[src/rtl/proc_ldst_if.sv]
// Instruction-source and memory-port bundle for proc_ldst.
// master = processor side, slave = instruction source plus memory.
interface proc_ldst_if #(
  parameter int unsigned DW = 9
);
  logic [DW-1:0] din;
  logic          run;
  logic          done;
  logic [DW-1:0] bus_wires;
  logic [DW-1:0] addr;
  logic [DW-1:0] dout;
  logic          mreq;
  logic          w;
  logic          mack;
  logic [DW-1:0] mdin;
  logic          z;
  logic          err;

  modport master (
    input  din, run, mack, mdin,
    output done, bus_wires, addr, dout, mreq, w, z, err
  );

  modport slave (
    output din, run, mack, mdin,
    input  done, bus_wires, addr, dout, mreq, w, z, err
  );
endinterface

[src/rtl/proc_ldst.sv]
// Multi-cycle bus processor: R0..R7, A/G accumulator, step FSM T0..T3,
// with handshaked load/store, conditional move, AND, zero flag and memory timeout.
module proc_ldst #(
  parameter int unsigned DW      = 9,
  parameter int unsigned TIMEOUT = 0
) (
  input  logic            clk_i,
  input  logic            rst_i,
  proc_ldst_if.master     bus_io
);

  typedef enum logic [1:0] {T0, T1, T2, T3} state_e;

  localparam int unsigned CW = (TIMEOUT < 2) ? 1 : $clog2(TIMEOUT);
  localparam logic [CW-1:0] CNT_LAST = (TIMEOUT == 0) ? '0 : CW'(TIMEOUT - 1);

  localparam logic [2:0] OP_MV   = 3'b000;
  localparam logic [2:0] OP_MVI  = 3'b001;
  localparam logic [2:0] OP_ADD  = 3'b010;
  localparam logic [2:0] OP_SUB  = 3'b011;
  localparam logic [2:0] OP_LD   = 3'b100;
  localparam logic [2:0] OP_ST   = 3'b101;
  localparam logic [2:0] OP_MVNZ = 3'b110;
  localparam logic [2:0] OP_AND  = 3'b111;

  state_e               state_q, state_d;
  logic [8:0]           ir_q, ir_d;
  logic [7:0][DW-1:0]   r_q, r_d;
  logic [DW-1:0]        a_q, a_d;
  logic [DW-1:0]        g_q, g_d;
  logic [DW-1:0]        addr_q, addr_d;
  logic [DW-1:0]        dout_q, dout_d;
  logic [CW-1:0]        cnt_q, cnt_d;
  logic                 z_q, z_d;

  logic [2:0]           op, rx, ry;
  logic [DW-1:0]        alu_c, bus_c;
  logic                 done_c, mreq_c, w_c, err_c, tmo_c;

  assign op = ir_q[8:6];
  assign rx = ir_q[5:3];
  assign ry = ir_q[2:0];

  // Counter already holds TIMEOUT-1 elapsed wait cycles, so this cycle is the TIMEOUT-th.
  assign tmo_c = (TIMEOUT != 0) && !bus_io.mack && (cnt_q == CNT_LAST);

  always_comb begin
    alu_c = '0;
    unique case (op)
      OP_ADD:  alu_c = a_q + r_q[ry];
      OP_SUB:  alu_c = a_q - r_q[ry];
      OP_AND:  alu_c = a_q & r_q[ry];
      default: alu_c = '0;
    endcase
  end

  always_comb begin
    state_d = state_q;
    ir_d    = ir_q;
    r_d     = r_q;
    a_d     = a_q;
    g_d     = g_q;
    addr_d  = addr_q;
    dout_d  = dout_q;
    cnt_d   = cnt_q;
    z_d     = z_q;
    bus_c   = '0;
    done_c  = 1'b0;
    mreq_c  = 1'b0;
    w_c     = 1'b0;
    err_c   = 1'b0;

    unique case (state_q)
      T0: begin
        if (bus_io.run) begin
          ir_d    = bus_io.din[8:0];
          state_d = T1;
        end
      end

      T1: begin
        unique case (op)
          OP_MV: begin
            bus_c     = r_q[ry];
            r_d[rx]   = r_q[ry];
            done_c    = 1'b1;
            state_d   = T0;
          end
          OP_MVI: begin
            bus_c     = bus_io.din;
            r_d[rx]   = bus_io.din;
            done_c    = 1'b1;
            state_d   = T0;
          end
          OP_MVNZ: begin
            bus_c     = r_q[ry];
            if (!z_q) r_d[rx] = r_q[ry];
            done_c    = 1'b1;
            state_d   = T0;
          end
          OP_LD, OP_ST: begin
            bus_c     = r_q[ry];
            addr_d    = r_q[ry];
            cnt_d     = '0;
            state_d   = T2;
          end
          default: begin
            bus_c     = r_q[rx];
            a_d       = r_q[rx];
            state_d   = T2;
          end
        endcase
      end

      T2: begin
        unique case (op)
          OP_LD: begin
            mreq_c = 1'b1;
            if (bus_io.mack) begin
              bus_c   = bus_io.mdin;
              r_d[rx] = bus_io.mdin;
              done_c  = 1'b1;
              state_d = T0;
            end else if (tmo_c) begin
              err_c   = 1'b1;
              done_c  = 1'b1;
              state_d = T0;
            end else begin
              cnt_d   = cnt_q + CW'(1);
            end
          end
          OP_ST: begin
            bus_c   = r_q[rx];
            dout_d  = r_q[rx];
            cnt_d   = '0;
            state_d = T3;
          end
          OP_ADD, OP_SUB, OP_AND: begin
            bus_c   = r_q[ry];
            g_d     = alu_c;
            z_d     = (alu_c == '0);
            state_d = T3;
          end
          default: state_d = T0;
        endcase
      end

      T3: begin
        unique case (op)
          OP_ST: begin
            mreq_c = 1'b1;
            w_c    = 1'b1;
            if (bus_io.mack) begin
              done_c  = 1'b1;
              state_d = T0;
            end else if (tmo_c) begin
              err_c   = 1'b1;
              done_c  = 1'b1;
              state_d = T0;
            end else begin
              cnt_d   = cnt_q + CW'(1);
            end
          end
          OP_ADD, OP_SUB, OP_AND: begin
            bus_c   = g_q;
            r_d[rx] = g_q;
            done_c  = 1'b1;
            state_d = T0;
          end
          default: state_d = T0;
        endcase
      end

      default: state_d = T0;
    endcase
  end

  always_ff @(posedge clk_i or posedge rst_i) begin
    if (rst_i) begin
      state_q <= T0;
      ir_q    <= '0;
      r_q     <= '0;
      a_q     <= '0;
      g_q     <= '0;
      addr_q  <= '0;
      dout_q  <= '0;
      cnt_q   <= '0;
      z_q     <= 1'b0;
    end else begin
      state_q <= state_d;
      ir_q    <= ir_d;
      r_q     <= r_d;
      a_q     <= a_d;
      g_q     <= g_d;
      addr_q  <= addr_d;
      dout_q  <= dout_d;
      cnt_q   <= cnt_d;
      z_q     <= z_d;
    end
  end

  assign bus_io.bus_wires = bus_c;
  assign bus_io.done      = done_c;
  assign bus_io.mreq      = mreq_c;
  assign bus_io.w         = w_c;
  assign bus_io.err       = err_c;
  assign bus_io.addr      = addr_q;
  assign bus_io.dout      = dout_q;
  assign bus_io.z         = z_q;

endmodule

[src/flat_wrapper.sv]
// flat-port wrapper written by rule: the top's interface ports become plain ports
module proc_ldst_flat 
#(
  parameter int unsigned DW      = 9,
  parameter int unsigned TIMEOUT = 0
)
  (clk_i, rst_i, bus_io_din, bus_io_run, bus_io_mack, bus_io_mdin, bus_io_done, bus_io_bus_wires, bus_io_addr, bus_io_dout, bus_io_mreq, bus_io_w, bus_io_z, bus_io_err);
  proc_ldst_if #(.DW(DW)) bus_io_i ();
  input  logic clk_i;
  input  logic rst_i;
  input wire logic [$bits(bus_io_i.din)-1:0] bus_io_din;
  input wire logic [$bits(bus_io_i.run)-1:0] bus_io_run;
  input wire logic [$bits(bus_io_i.mack)-1:0] bus_io_mack;
  input wire logic [$bits(bus_io_i.mdin)-1:0] bus_io_mdin;
  output wire logic [$bits(bus_io_i.done)-1:0] bus_io_done;
  output wire logic [$bits(bus_io_i.bus_wires)-1:0] bus_io_bus_wires;
  output wire logic [$bits(bus_io_i.addr)-1:0] bus_io_addr;
  output wire logic [$bits(bus_io_i.dout)-1:0] bus_io_dout;
  output wire logic [$bits(bus_io_i.mreq)-1:0] bus_io_mreq;
  output wire logic [$bits(bus_io_i.w)-1:0] bus_io_w;
  output wire logic [$bits(bus_io_i.z)-1:0] bus_io_z;
  output wire logic [$bits(bus_io_i.err)-1:0] bus_io_err;
  assign bus_io_i.din = bus_io_din;
  assign bus_io_i.run = bus_io_run;
  assign bus_io_i.mack = bus_io_mack;
  assign bus_io_i.mdin = bus_io_mdin;
  assign bus_io_done = bus_io_i.done;
  assign bus_io_bus_wires = bus_io_i.bus_wires;
  assign bus_io_addr = bus_io_i.addr;
  assign bus_io_dout = bus_io_i.dout;
  assign bus_io_mreq = bus_io_i.mreq;
  assign bus_io_w = bus_io_i.w;
  assign bus_io_z = bus_io_i.z;
  assign bus_io_err = bus_io_i.err;
  proc_ldst #(.DW(DW), .TIMEOUT(TIMEOUT)) u_core (.clk_i(clk_i), .rst_i(rst_i), .bus_io(bus_io_i));
endmodule
[config.mk]
export PLATFORM = sky130hd
export DESIGN_NAME = proc_ldst_flat
export DESIGN_NICKNAME = d
export VERILOG_FILES = /design/src/rtl/proc_ldst_if.sv /design/src/rtl/proc_ldst.sv /design/src/flat_wrapper.sv
export SDC_FILE = /design/constraint.sdc
export NUM_CORES = 1
export LEC_CHECK = 0
export CORE_ASPECT_RATIO = 1.4
export CORE_UTILIZATION = 50
export DETAILED_ROUTE_END_ITERATION = 8
export GPL_ROUTABILITY_DRIVEN = 0
export PLACE_DENSITY = 0.72
export RECOVER_POWER = 50
export SLEW_MARGIN = 10
export SYNTH_ARGS = -nofsm -noshare
export SYNTH_HDL_FRONTEND = slang
export SYNTH_SLANG_ARGS = --single-unit
export TNS_END_PERCENT = 30
[constraint.sdc]
create_clock -name clk_i -period 4.02 [get_ports clk_i]
set_input_delay 1.005 -clock clk_i [delete_from_list [all_inputs] [get_ports clk_i]]
set_output_delay 1.005 -clock clk_i [all_outputs]
set_load 0.03 [all_outputs]
==> summary.md <==
| Metric | Value |
|---|---|
| Final setup viols | `0` |
| Number of DRC markers after the initial detailed-route iteration | `419` |
| Number of standard cells after synthesis | `682` |
| Type of element launching the critical path | `flip-flop` |
| Clock slew at reported path FFs | `0.06 ns` |
| Average cell area after synthesis | `10.8 um2` |
| Top cell types by occurrence after synthesis | `sky130_fd_sc_hd__dfrtp_1 (120), sky130_fd_sc_hd__mux2_2 (93), sky130_fd_sc_hd__nand2_1 (73)` |
| I/O pin count | `54` |
| Clock latency reported for the late side of the worst-skew pair | `0.42 ns` |
| End-of-flow core utilization | `62.4%` |
| Fraction of post-synthesis cell area in the top cell type by area | `40.9%` |
| Critical path endpoint category | `output port` |
| Antenna violations before repair | `0` |
| Cell taking the most area after synthesis | `sky130_fd_sc_hd__dfrtp_1` |
| Most frequent cell after synthesis | `sky130_fd_sc_hd__dfrtp_1` |
| Number of different library cells in the post-synthesis netlist | `69` |
| Routed WL per cell | `23.0 um` |
| Largest net degree at the start of global routing | `55` |
| Synthesis-stage register bit count | `120` |
| Antenna cell count | `0` |
| Endpoints failing hold | `0` |
| Antenna-violating nets left | `0` |
| Type of the worst setup path | `reg -> out` |
| Required time of the worst setup path | `3.01 ns` |
| Data arrival time at the worst-slack endpoint | `2.89 ns` |
| Std-Cell Core Area | `14400 um2` |
| Worst stage delay on the critical path | `0.56 ns` |
| Die width | `104 um` |
| Hold Slack | `0.482 ns` |
| Max-slew violation total from the final report | `0` |
| Number of nets produced by synthesis | `715` |
| Proportion of register bits with asynchronous set or reset after synthesis | `100%` |
| H-tree depth | `4` |
| Maximum frequency from static timing analysis | `257 MHz` |
| Number of clock sinks seen by CTS | `120` |
| Synth top area cells | `sky130_fd_sc_hd__dfrtp_1 (41%), sky130_fd_sc_hd__mux2_2 (14%), sky130_fd_sc_hd__mux4_2 (8.3%), sky130_fd_sc_hd__nand2_1 (3.7%), sky130_fd_sc_hd__o21ai_0 (3.2%)` |
| Number of buffers between clock root and the deepest sink | `2` |
| Count of nets after finishing | `794` |
| Effective utilization at floorplan | `51.1%` |
| Ratio of cells with drive above 1 in the final layout | `29.8%` |
| # port buffers | `52` |
| Total number of placement rows | `52` |
| Wire length of the first global-routing pass | `34.9 mm` |
| Yosys synthesis warning count | `0` |
| Total half-perimeter wirelength after legalization and detailed placement | `16.1 mm` |
| First-pass iteration count of the detailed router | `6` |
| Per-cell via count in the routed design | `6.37` |
| Period minus WS final | `3.90 ns` |
| Critical Path, Cell by Cell | `buf_12 > mux4_1 > mux2_4 > a22o_1 > a211oi_2 > o31ai_1 > a22o_1 > buf_12` |
| Gr ovfl total | `0` |
| Worst slew margin relative to its limit | `2.78%` |
| Unrepaired setup endpoints after global routing | `yes` |
| Die area | `15200 um2` |
| Area Overhead vs Synth | `22.1%` |
| Chip height | `145 um` |
| Total negative slack for setup checks | `0 ns` |
| Worst clock skew on the final layout | `0.00902 ns` |
| Dominant register cell in the synthesized netlist | `sky130_fd_sc_hd__dfrtp_1` |
| Final WL | `22.1 mm` |
| Number of global-route vias before repair | `6307` |
| Maximum fanout along the worst path | `10` |
| Run status | `finished, final reports clean` |
| Type of the most critical hold path | `reg -> reg` |
| CTS Root Buffer Type | `sky130_fd_sc_hd__clkbuf_16` |
| Register area share after synthesis | `40.9%` |
| Final period util | `97.0%` |
| Summed instance area of the synthesized netlist | `7350 um2` |
| Number of flops mapped to enable cells by yosys | `0` |
| Crit-path slowest cell | `sky130_fd_sc_hd__mux4_1` |
| Max Cap Violations | `0` |
| Transition time at the pin with the least slew margin | `1.45 ns` |
| Vias post-DR | `6131` |
| Overall fraction of global-route tracks in use | `30.4%` |
| Number of remaining DRC errors | `0` |
| Number of buffers created by CTS | `17` |
| Clock tree from TritonCTS | `yes` |
-- critical path: cells and delay by family, from the launching register on --
family          cells  cell delay (ns)
compound gates      4             0.80
buf+inv             2             0.32
flops               1             0.42
mux                 2             0.93
-- stage by stage --
| step | std cells | setup slack (ns) | cell area [um2] |
|---|---|---|---|
| finish | 963 | 0.121 | 8970 |
| global route | 963 | -0.0525 | 8970 |
| CTS | 961 | 0.0395 | 8950 |
| detailed placement | 929 | 0.0579 | 8370 |
| global placement | 929 | 0.220 | 8370 |
| floorplan | 682 | 0.133 | 7350 |
-- repair_timing --
action / in CTS / in global routing
hold buffers: 0 / 0
endpoints found under the hold margin: 0 / 0
pin swaps: 0 / 2
resized for setup: 3 / 7
gates cloned: 0 / 1
buffers inserted: 0 / 1
endpoints found under the setup margin: 5 / 6
-- final timing paths --
kind / start / end / slack (ns) / cells past startpoint
setup / recovery: u_core.ir_q[2] / bus_io_bus_wires[7] / 0.12 / 8
hold / removal: u_core.bus_io.dout[0] / u_core.bus_io.dout[0] / 0.48 / 2
setup reg to reg: u_core.ir_q[2] / u_core.bus_io.z / 0.15 / 14
hold reg to reg: u_core.bus_io.dout[0] / u_core.bus_io.dout[0] / 0.48 / 2
max in group asynchronous: rst_i / async pin / 0.56 / 4
min in group asynchronous: rst_i / u_core.a_q[5] / 1.36 / 2
-- per-layer routing --
metal	track usage, %	up-vias	routed length, um
li1	-	2688	-
met1	35.0	3014	8240
met2	51.9	321	11300
met3	5.37	108	1290
met4	20.0	0	1330
met5	0	-	0
-- area by class of cell --
| type | count | area [um2] |
|---|---|---|
| Clock buffer | 20 | 447 |
| Clock inverter | 12 | 128 |
| Fill cell | 1112 | 5410 |
| Inverter | 16 | 61.3 |
| Multi-Input combinational cell | 503 | 4120 |
| Sequential cell | 120 | 3010 |
| Tap cell | 189 | 236 |
| Timing Repair Buffer | 103 | 970 |
-- logic make-up (layout without fill, tap and decap cells) --
group | Yosys count | count (layout) | synth area share (%)
fa+ha+maj | 11 | 11 | 1.98
xor+xnor | 13 | 13 | 1.55
flops | 120 | 120 | 40.9
simple gates | 172 | 172 | 11.0
mux | 143 | 143 | 26.8
buf+inv | 59 | 151 | 3.44
other cells | 1 | 1 | 0.0510
compound gates | 163 | 163 | 14.3
-- placed cells by master (no fill, tap or decap), types with 5 or more instances in the layout --
master and instances:
sky130_fd_sc_hd__clkbuf_16 18, sky130_fd_sc_hd__nand2b_1 8, sky130_fd_sc_hd__o21a_1 5, sky130_fd_sc_hd__ha_1 10, sky130_fd_sc_hd__a22o_1 9, sky130_fd_sc_hd__xor2_1 6
sky130_fd_sc_hd__xnor2_1 7, sky130_fd_sc_hd__a211oi_1 6, sky130_fd_sc_hd__nor2_1 44, sky130_fd_sc_hd__mux2i_1 14, sky130_fd_sc_hd__o211ai_1 8, sky130_fd_sc_hd__nor3_1 9
sky130_fd_sc_hd__nand2_1 73, sky130_fd_sc_hd__o221ai_1 10, sky130_fd_sc_hd__o21ai_0 47, sky130_fd_sc_hd__dfrtp_1 116, sky130_fd_sc_hd__nor2b_1 5, sky130_fd_sc_hd__mux4_2 27
sky130_fd_sc_hd__clkdlybuf4s50_1 40, sky130_fd_sc_hd__inv_1 13, sky130_fd_sc_hd__mux2_2 89, sky130_fd_sc_hd__a31oi_1 5, sky130_fd_sc_hd__clkbuf_1 5, sky130_fd_sc_hd__o21ai_1 8
sky130_fd_sc_hd__a21oi_1 37, sky130_fd_sc_hd__nand3_1 5, sky130_fd_sc_hd__buf_4 47, sky130_fd_sc_hd__buf_12 7
Power is not shown: default switching activity piles up to over one toggle a cycle in this logic, so the estimate is an artifact.
==> RTL edit: new RTL, same settings <==
Take the reset off `r_q` and load it in a clocked block of its own.
--- a/src/rtl/proc_ldst.sv
+++ b/src/rtl/proc_ldst.sv
@@ -179,7 +179,6 @@
     if (rst_i) begin
       state_q <= T0;
       ir_q    <= '0;
-      r_q     <= '0;
       a_q     <= '0;
       g_q     <= '0;
       addr_q  <= '0;
@@ -189,7 +188,6 @@
     end else begin
       state_q <= state_d;
       ir_q    <= ir_d;
-      r_q     <= r_d;
       a_q     <= a_d;
       g_q     <= g_d;
       addr_q  <= addr_d;
@@ -197,6 +195,10 @@
       cnt_q   <= cnt_d;
       z_q     <= z_d;
     end
+  end
+
+  always_ff @(posedge clk_i) begin
+    r_q <= r_d;
   end
 
   assign bus_io.bus_wires = bus_c;
Behaviour: not the same (Yosys sat finds a counterexample within 10 cycles, from zero or initial values and one cycle with rst_i high; the reset may be asserted at any time).
==> RTL edit against the unedited design <==
Worst setup slack got worse by 0.12 ns; core utilization decreased by 1.2 points; the run now ends with capacitance limit, slew limit left; largest cell class unchanged; clock skew decreased by 0.0017 ns; synthesized area increased by 10%; sequential cell count unchanged; register-to-register slack improved by 0.05 ns; non-clock buffer count increased by 10; wire length increased by 28%; cell area increased by 7.3%; die area increased by 10%.
Power is left out: the tool's default activity adds up to more than one toggle a clock period on the data nets, which glitch-free logic cannot reach.
==> RTL edit: results (changes against the unedited design) <==
Logic synthesis
  – Adder-cell share of the synthesized area: 0.0179 (was 0.0198)
  – Async set-or-reset flop fraction in the synthesized netlist: 0.400 (was 1.00)
  – Post-synthesis cell type count: 78 (was 69)
  – Post-Synth XOR/XNOR Area: 0.0114 (was 0.0155)
  – Compound-cell area share of the yosys netlist: 0.274 (was 0.143)
  – Register area share after synthesis: 0.415 (was 0.409)
  – EDFF count, synth: 72 (was 0)

GRT
  – Via count of the first global-routing pass: 7,525 (was 6,307)
  – Grt met1 use: 0.417 (was 0.350)
  – Largest net degree at the start of global routing: 48 (was 55)
  – Gr usage total: 0.355 (was 0.304)

Critical path
  – Critical Path End: bus_io_bus_wires[5] (was bus_io_bus_wires[7])
  – Worst r2r src: u_core.ir_q[0] (was u_core.ir_q[2])
  – R2r endpoint: u_core.g_q[8] (was u_core.bus_io.z)
  – Crit path DAT: 3.01 ns (was 2.89 ns)
  – CP top delay family: simple AND/OR/NAND/NOR gates (was multiplexers)
  – Worst R2R Path Depth: 16 (was 14)

Cells and area
  – Non-clk bufs: 113 (was 103)
  – Seq/total area: 0.350 (was 0.335)
  – Final nets: 978 (was 794)
  – Logic inverters: 10 (was 16)
  – Clock buf count: 22 (was 20)
  – Fill count: 1,363 (was 1,112)
  – #MultiIn Comb: 683 (was 503)
  – Share of cells above drive strength 1: 0.154 (was 0.298)
  – Fraction of area in clock buffers and inverters: 0.0569 (was 0.0640)

Drt
  – DRT Pass-1 Iters: 5 (was 6)
  – M1 wire length: 10.3 mm (was 8.24 mm)
  – Initial drt markers: 1,052 (was 419)
  – WL met2: 13.3 mm (was 11.3 mm)
  – Via Count: 7,859 (was 6,131)

Status
  – Failing checks: capacitance limit, slew limit
  – Status: finished with violations (was complete, no violations)

STA
  – Hold_ws: 0.469 ns (was 0.482 ns)
  – Final Max Tran Viols: 13 (was 0)

Min path
  – Min-delay src: u_core.bus_io.dout[4] (was u_core.bus_io.dout[0])
  – Hold path endpoint: u_core.bus_io.dout[4] (was u_core.bus_io.dout[0])

Clock tree
  – Post_cts resized: 5 (was 3)

Run
  – Maxcap violations: 1 (was 0)

Placement
  – Final HPWL DP: 20.9 mm (was 16.1 mm)
[RTL edit: cell types whose count changed after synthesis, moves of 29 or more]
cell | unedited run | this run
mux2_2 | 93 | 12
o211ai_1 | 8 | 74
o22ai_1 | 3 | 35
nand2_1 | 73 | 150
o21ai_0 | 47 | 116
edfxtp_1 | 0 | 72
clkbuf_1 | 25 | 54
dfrtp_1 | 120 | 48
[RTL edit: per-stage QoR]
stage                     std cells   util  TNS (ns)  setup WS, ns  area [µm²]
after floorplan                 887      -         0         0.235        8110
after global placement         1121  0.575         0         0.164        9050
after detailed placement       1121  0.575         0        0.0541        9050
after CTS                      1153  0.610         0      0.000764        9610
after global routing           1154  0.612   -0.0697       -0.0286        9630
final                          1154  0.612         0       0.00229        9630
[RTL edit: cells by family after synthesis]
kind of cell               after synthesis
buffers and inverters                   84
xor gates and xnor gates                 9
and+or+nand+nor                        268
DFF                                    120
AOI/OAI and AO/OA                      341
adders and majority gates               11
other                                    1
muxes                                   53
